[src/rtl/pipe_control_unit.sv]
// Pipelined RV64 control unit: ID decode, ID/EX-EX/MEM-MEM/WB control registers,
// stall/flush generation and optional operand forwarding (define FORWARDING_EN).
module pipe_control_unit #(
    parameter int REG_ADDR_W = 5
) (
    input  logic                  clk,
    input  logic                  rst_n,
    input  logic                  id_valid,
    input  logic [6:0]            id_opcode,
    input  logic [REG_ADDR_W-1:0] id_rs1,
    input  logic [REG_ADDR_W-1:0] id_rs2,
    input  logic [REG_ADDR_W-1:0] id_rd,
    input  logic                  ex_branch_taken,
    output logic                  stall,
    output logic                  flush,
    output logic                  ex_alusrc,
    output logic [1:0]            ex_aluop,
    output logic                  ex_branch,
    output logic                  ex_illegal,
    output logic                  mem_memread,
    output logic                  mem_memwrite,
    output logic                  wb_regwrite,
    output logic                  wb_memtoreg,
    output logic [REG_ADDR_W-1:0] ex_rd,
    output logic [REG_ADDR_W-1:0] mem_rd,
    output logic [REG_ADDR_W-1:0] wb_rd,
    output logic [1:0]            fwd_a,
    output logic [1:0]            fwd_b
);

    localparam logic [6:0] OP_R   = 7'b0110011;
    localparam logic [6:0] OP_I   = 7'b0010011;
    localparam logic [6:0] OP_LD  = 7'b0000011;
    localparam logic [6:0] OP_SD  = 7'b0100011;
    localparam logic [6:0] OP_BEQ = 7'b1100011;

    logic                  id_regwrite, id_memread, id_memwrite, id_memtoreg;
    logic                  id_alusrc, id_branch, id_illegal;
    logic [1:0]            id_aluop;
    logic                  id_use_rs1, id_use_rs2;

    logic                  ex_regwrite, ex_memread, ex_memwrite, ex_memtoreg;
    logic                  mem_regwrite, mem_memtoreg;

    logic                  hit_ex;
    logic                  raw_hazard;
    logic                  bubble;

    // Decode: an idle ID slot yields an all-zero bundle that is not illegal.
    always_comb begin
        id_regwrite = 1'b0;
        id_memread  = 1'b0;
        id_memwrite = 1'b0;
        id_memtoreg = 1'b0;
        id_alusrc   = 1'b0;
        id_branch   = 1'b0;
        id_illegal  = 1'b0;
        id_aluop    = 2'b00;
        id_use_rs1  = 1'b0;
        id_use_rs2  = 1'b0;
        if (id_valid) begin
            case (id_opcode)
                OP_R: begin
                    id_regwrite = 1'b1;
                    id_aluop    = 2'b10;
                    id_use_rs1  = 1'b1;
                    id_use_rs2  = 1'b1;
                end
                OP_I: begin
                    id_regwrite = 1'b1;
                    id_alusrc   = 1'b1;
                    id_use_rs1  = 1'b1;
                end
                OP_LD: begin
                    id_regwrite = 1'b1;
                    id_alusrc   = 1'b1;
                    id_memtoreg = 1'b1;
                    id_memread  = 1'b1;
                    id_use_rs1  = 1'b1;
                end
                OP_SD: begin
                    id_alusrc   = 1'b1;
                    id_memwrite = 1'b1;
                    id_use_rs1  = 1'b1;
                    id_use_rs2  = 1'b1;
                end
                OP_BEQ: begin
                    id_branch   = 1'b1;
                    id_aluop    = 2'b01;
                    id_use_rs1  = 1'b1;
                    id_use_rs2  = 1'b1;
                end
                default: id_illegal = 1'b1;
            endcase
        end
    end

    // Source index 0 is hardwired zero and never depends on a producer.
    always_comb begin
        hit_ex = (ex_rd != '0) &&
                 ((id_use_rs1 && (id_rs1 == ex_rd)) || (id_use_rs2 && (id_rs2 == ex_rd)));
    end

`ifdef FORWARDING_EN
    always_comb begin
        raw_hazard = ex_memread && hit_ex;
    end
`else
    logic hit_mem;

    always_comb begin
        hit_mem = (mem_rd != '0) &&
                  ((id_use_rs1 && (id_rs1 == mem_rd)) || (id_use_rs2 && (id_rs2 == mem_rd)));
        raw_hazard = (ex_regwrite && hit_ex) || (mem_regwrite && hit_mem);
    end
`endif

    // A taken branch squashes the ID instruction, so any stall it asked for is moot.
    always_comb begin
        flush  = ex_branch && ex_branch_taken;
        stall  = raw_hazard && !flush;
        bubble = stall || flush;
    end

    always_ff @(posedge clk or negedge rst_n) begin
        if (!rst_n) begin
            ex_regwrite <= 1'b0;
            ex_memread  <= 1'b0;
            ex_memwrite <= 1'b0;
            ex_memtoreg <= 1'b0;
            ex_alusrc   <= 1'b0;
            ex_aluop    <= 2'b00;
            ex_branch   <= 1'b0;
            ex_illegal  <= 1'b0;
            ex_rd       <= '0;
        end else if (bubble) begin
            ex_regwrite <= 1'b0;
            ex_memread  <= 1'b0;
            ex_memwrite <= 1'b0;
            ex_memtoreg <= 1'b0;
            ex_alusrc   <= 1'b0;
            ex_aluop    <= 2'b00;
            ex_branch   <= 1'b0;
            ex_illegal  <= 1'b0;
            ex_rd       <= '0;
        end else begin
            ex_regwrite <= id_regwrite;
            ex_memread  <= id_memread;
            ex_memwrite <= id_memwrite;
            ex_memtoreg <= id_memtoreg;
            ex_alusrc   <= id_alusrc;
            ex_aluop    <= id_aluop;
            ex_branch   <= id_branch;
            ex_illegal  <= id_illegal;
            ex_rd       <= id_valid ? id_rd : '0;
        end
    end

    // EX/MEM and MEM/WB always advance; a stall only holds the front of the pipe.
    always_ff @(posedge clk or negedge rst_n) begin
        if (!rst_n) begin
            mem_regwrite <= 1'b0;
            mem_memread  <= 1'b0;
            mem_memwrite <= 1'b0;
            mem_memtoreg <= 1'b0;
            mem_rd       <= '0;
            wb_regwrite  <= 1'b0;
            wb_memtoreg  <= 1'b0;
            wb_rd        <= '0;
        end else begin
            mem_regwrite <= ex_regwrite;
            mem_memread  <= ex_memread;
            mem_memwrite <= ex_memwrite;
            mem_memtoreg <= ex_memtoreg;
            mem_rd       <= ex_rd;
            wb_regwrite  <= mem_regwrite;
            wb_memtoreg  <= mem_memtoreg;
            wb_rd        <= mem_rd;
        end
    end

`ifdef FORWARDING_EN
    logic [REG_ADDR_W-1:0] ex_rs1, ex_rs2;

    // Only sources the instruction actually reads are kept, so unused fields never forward.
    always_ff @(posedge clk or negedge rst_n) begin
        if (!rst_n) begin
            ex_rs1 <= '0;
            ex_rs2 <= '0;
        end else if (bubble) begin
            ex_rs1 <= '0;
            ex_rs2 <= '0;
        end else begin
            ex_rs1 <= id_use_rs1 ? id_rs1 : '0;
            ex_rs2 <= id_use_rs2 ? id_rs2 : '0;
        end
    end

    // The younger producer in EX/MEM wins over MEM/WB.
    always_comb begin
        fwd_a = 2'b00;
        fwd_b = 2'b00;
        if (mem_regwrite && (mem_rd != '0) && (mem_rd == ex_rs1))
            fwd_a = 2'b10;
        else if (wb_regwrite && (wb_rd != '0) && (wb_rd == ex_rs1))
            fwd_a = 2'b01;
        if (mem_regwrite && (mem_rd != '0) && (mem_rd == ex_rs2))
            fwd_b = 2'b10;
        else if (wb_regwrite && (wb_rd != '0) && (wb_rd == ex_rs2))
            fwd_b = 2'b01;
    end
`else
    assign fwd_a = 2'b00;
    assign fwd_b = 2'b00;
`endif

endmodule
[config.mk]
export PLATFORM = sky130hd
export DESIGN_NAME = pipe_control_unit
export DESIGN_NICKNAME = d
export VERILOG_FILES = /design/src/rtl/pipe_control_unit.sv
export SDC_FILE = /design/constraint.sdc
export NUM_CORES = 1
export LEC_CHECK = 0
export CORE_MARGIN = 8
export CORE_UTILIZATION = 41
export CTS_BUF_LIST = sky130_fd_sc_hd__clkbuf_16
export DETAILED_ROUTE_END_ITERATION = 6
export GPL_TIMING_DRIVEN = 0
export PLACE_DENSITY = 0.82
export SYNTH_ARGS = -nofsm -noshare
export SYNTH_HDL_FRONTEND = slang
export SYNTH_SLANG_ARGS = --single-unit
[constraint.sdc]
create_clock -name clk -period 3.2 [get_ports clk]
set_input_delay 0.64 -clock clk [delete_from_list [all_inputs] [get_ports clk]]
set_output_delay 0.64 -clock clk [all_outputs]
set_load 0.02 [all_outputs]
==> summary.md <==
Per report_power, the clock group accounts for 41.2% of the total. For this run, the number of Yosys warnings is 0. At the pin with the least slew margin, the transition time is 0.602 ns. After detailed routing, the average wire length per cell comes to 16.6 µm.

For this run the aggregate overflow at the end of global routing stands at 0. The switching power total was 0.000185 W; the combined area of the multi-input logic cells was 531 µm². The via count was 1038; the share of total power in sequential cells was 43.3%. The count of standard-cell rows was 20. For the count of final max-slew check failures, the log shows 0. For the relative contribution of combinational cells to total power, the log shows 15.5%. The signal on the critical path passes through clkdlybuf4s50_1 -> and4bb_2 -> o211ai_2 -> or4_4 -> o41ai_4 -> buf_6 -> o21ba_4 -> buf_6.

In this run, synthesis produced a sequential element count of 28. The run finished with clean final reports. The power density of the placed cells was 433 nW/µm²; the total core area was 2980 µm². Clock skew on the completed layout was measured at 0.00734 ns. The cell type with the highest aggregate area in the netlist was dfrtp_1.

TritonCTS built the clock tree. Overall power consumption after layout is estimated at 0.000871 W. IR analysis of the VDD net gives a maximum drop of 0.000324 V. For the number of routed nets with antenna violations, the log shows 0. The count of final hold-check violations was 0; the final worst slack was 0.0190 ns. The maximum number of buffers from clock root to sink came out at 2. 0 antenna diodes ended up in the layout. In the routed design, unresolved DRC markers number 0.

For the synthesized cell area, the log shows 1250 µm². The number of instances in the synthesized netlist was 107. For this design, the slowest cell found on the critical path is or4_4. The switching share of power is 21.2%, and the proportion of layout cells with a drive suffix above 1 is 16.8%. Entering global routing, the biggest net connects 29 pins. From left edge to right edge, the die measures 71.1 µm. Data arrives at the worst endpoint at 2.54 ns. The portion of the clock cycle consumed by the worst path in the final layout was 99.4%.

The number of inserted filler cells in the final layout was 223; the height of the die was 71.1 µm. On the worst path, the slowest cell contributes a delay of 0.55 ns. For the upper clock frequency limit, the log shows 314 MHz. The run gives 0.907 nW as the leakage power summed over all cells. Sorting the synthesized cells by area gives the leading types as dfrtp_1, xnor2_1, nor3_1, nand2_1, or4_1. Clock tree root buffer cell: clkbuf_16. For the number of optimization iterations in the first detailed-route pass, the log shows 4.

The congestion estimate from routability-driven global placement came to 0.854. Share of Yosys cell area claimed by the top area cell type: 56.2%. Yosys mapped the design onto 25 distinct sky130hd cell types.

The growth of design area from synthesis to finish works out to 61.2%. The logs give 3.41 mm for the total length of routed wires and 5060 µm² for the floorplan die area. Path type of the worst min-delay path: reg2reg.

The logs give 0.26 ns for the later-pin clock latency in the skew report and 1 for the number of levels the H-tree was split into. The critical path is of the in2out type. Hold repair after CTS inserted 0 buffers. The DRC marker count from the first detailed-route iteration came out at 29. The quantity of I/O buffers inserted on ports came out at 51.

By instance count, the cell type seen most on the critical path is buf_6. For the number of antenna violations at the first check in global routing, the log shows 0. The tools report the sequential-to-total area share from yosys stat as 56.2%. Before CTS, the worst setup slack after placement is -0.612 ns. The element type at the critical path start is a primary input. The worst slew margin relative to its limit was 59.9%; the final setup violation count was 0.

The global-route wire length before repair is 5.35 mm, and the number of vias per cell is 5.04. The clock-pin slew on the worst setup and hold paths is 0.06 ns. 56 I/O pins were placed. Of all nets on the critical path, the largest fanout is 4. The initial cell density of the core is 41.8%, and the number of global-route vias before repair is 1155.

STA classifies the critical path endpoint as a primary output. The internal power summed over all cells is 0.000686 W, and the flip-flop and latch area is 701 µm². Counting the buffers created by CTS gives 3.

Detailed placement ended at an HPWL of 2.48 mm. The tools report the number of nets in the final layout as 200. For this run, the total global-route usage over all layers was measured as 13.2%.

In this run the mean area of a mapped cell was 11.6 µm². Data required time at the worst endpoint: 2.56 ns. The run gives 0 as the count of max-cap constraint violations. Clock tree synthesis found a total of 28 sinks. The worst path needs 3.18 ns of the cycle, external delays included.
-- what timing repair did --
action,in CTS,in global routing
setup endpoints to repair,1,1
pin swaps,3,5
buffers inserted,3,5
cloned,0,0
resized for setup,7,7
endpoints found under the hold margin,0,0
-- cell type report --
| class | instances | area share, % |
|---|---|---|
| sequential | 28 | 34.9 |
| multi-input combinational | 74 | 26.4 |
| inverter | 1 | 0.187 |
| timing repair buffer | 59 | 28.5 |
| clock inverter | 1 | 1.49 |
| buffer | 7 | 2.80 |
| clock buffer | 3 | 3.74 |
| tap | 33 | 2.05 |
-- per-stage QoR --
| step | cells | setup TNS [ns] | utilization (%) | instance area (µm²) | hold slack [ns] |
|---|---|---|---|---|---|
| finish | 206 | 0 | 67.5 | 2010 | 0.352 |
| CTS | 201 | 0 | 65.3 | 1940 | 0.356 |
| global route | 206 | -0.0382 | 67.5 | 2010 | 0.362 |
| floorplan | 110 | 0 | - | 1260 | 0.331 |
| global placement | 194 | -0.616 | 60.8 | 1810 | 0.335 |
| detailed placement | 194 | -0.612 | 60.8 | 1810 | 0.342 |
-- registers in the layout (all words and copies together), names as in the netlist --
register      cells
ex_memtoreg       1
mem_memtoreg      1
ex_regwrite       1
mem_regwrite      1
wb_regwrite       1
ex_branch         1
ex_rd             5
ex_aluop          2
ex_illegal        1
mem_rd            5
mem_memwrite      1
wb_rd             5
ex_memwrite       1
ex_alusrc         1
wb_memtoreg       1
-- power groups by stage --
stage                     Sequential, W  Combinational (W)  Clock (W)
after CTS                      0.000377           0.000133   0.000365
after global routing           0.000379           0.000146   0.000380
after global placement         0.000384           0.000130          0
after floorplan                0.000396          0.0000442          0
after detailed placement       0.000384           0.000130          0
final                          0.000377           0.000135   0.000358
-- routing by layer --
layer  routed length (µm)  part of all wire (%)  vias to the layer above  track usage, %
met5                    0                     0                        -               0
met3                  242                   7.1                        5            3.95
li1                     -                     -                      497               -
met4                   46                   1.3                        0            4.85
met1                 1510                    44                      486            16.2
met2                 1620                    47                       50            21.3
-- worst max-delay path: cells and delay by family --
family	cells	cell delay, ns
buffers and inverters	3	0.66
AO/OA/AOI/OAI	3	0.34
AND/OR/NAND/NOR	2	0.90
-- kinds of logic after synthesis --
kind of cell / after synthesis / share of synthesized area [%]
and+or+nand+nor: 42 / 18.9
DFF: 28 / 56.2
xor gates and xnor gates: 20 / 14.1
AOI/OAI and AO/OA: 8 / 5.72
buffers and inverters: 8 / 4.82
other: 1 / 0.301
-- layout by cell type, fill, tap and decap left out --
master	Yosys	routed
a211o_1	1	1
and2_1	2	2
and2b_2	0	1
and4bb_2	1	1
buf_2	0	1
buf_4	4	12
buf_6	2	3
bufinv_16	0	1
clkbuf_1	1	1
clkbuf_16	0	3
clkdlybuf4s50_1	0	47
conb_1	1	4
dfrtp_1	28	28
dlymetal6s2s_1	0	2
inv_1	1	1
nand2_1	12	12
nand3_1	5	5
nand4_1	2	2
nor2b_1	1	1
nor3_1	9	9
nor3b_2	1	1
nor4_1	3	3
o211ai_2	1	1
o21ai_0	2	2
o21ai_1	1	1
o21ba_4	0	1
o41ai_2	1	1
o41ai_4	0	1
or4_1	5	3
or4_4	0	2
xnor2_1	20	20
-- synth_stat cells --
| cell | n |
|---|---|
| a211o_1 | 1 |
| and2_1 | 2 |
| and2b_1 | 1 |
| and4bb_2 | 1 |
| buf_4 | 4 |
| buf_6 | 2 |
| clkbuf_1 | 1 |
| conb_1 | 1 |
| dfrtp_1 | 28 |
| inv_1 | 1 |
| nand2_1 | 12 |
| nand3_1 | 5 |
| nand4_1 | 2 |
| nor2b_1 | 1 |
| nor3_1 | 9 |
| nor3b_2 | 1 |
| nor4_1 | 3 |
| o211ai_2 | 1 |
| o21ai_0 | 2 |
| o21ai_1 | 1 |
| o21ba_1 | 1 |
| o41ai_1 | 1 |
| o41ai_2 | 1 |
| or4_1 | 5 |
| xnor2_1 | 20 |
-- final timing paths --
check                      slack (ns)           end    startpoint  cells past startpoint
max in group asynchronous        2.42   ex_memtoreg         rst_n                      1
max                              0.02         stall  id_opcode[3]                      8
min in group asynchronous        0.38      wb_rd[1]         rst_n                      1
max reg2reg                      0.79     ex_alusrc      ex_rd[1]                      8
min reg2reg                      0.35  mem_memwrite   ex_memwrite                      0
min                              0.35  mem_memwrite   ex_memwrite                      0
Power figures use the tool's default switching activity.
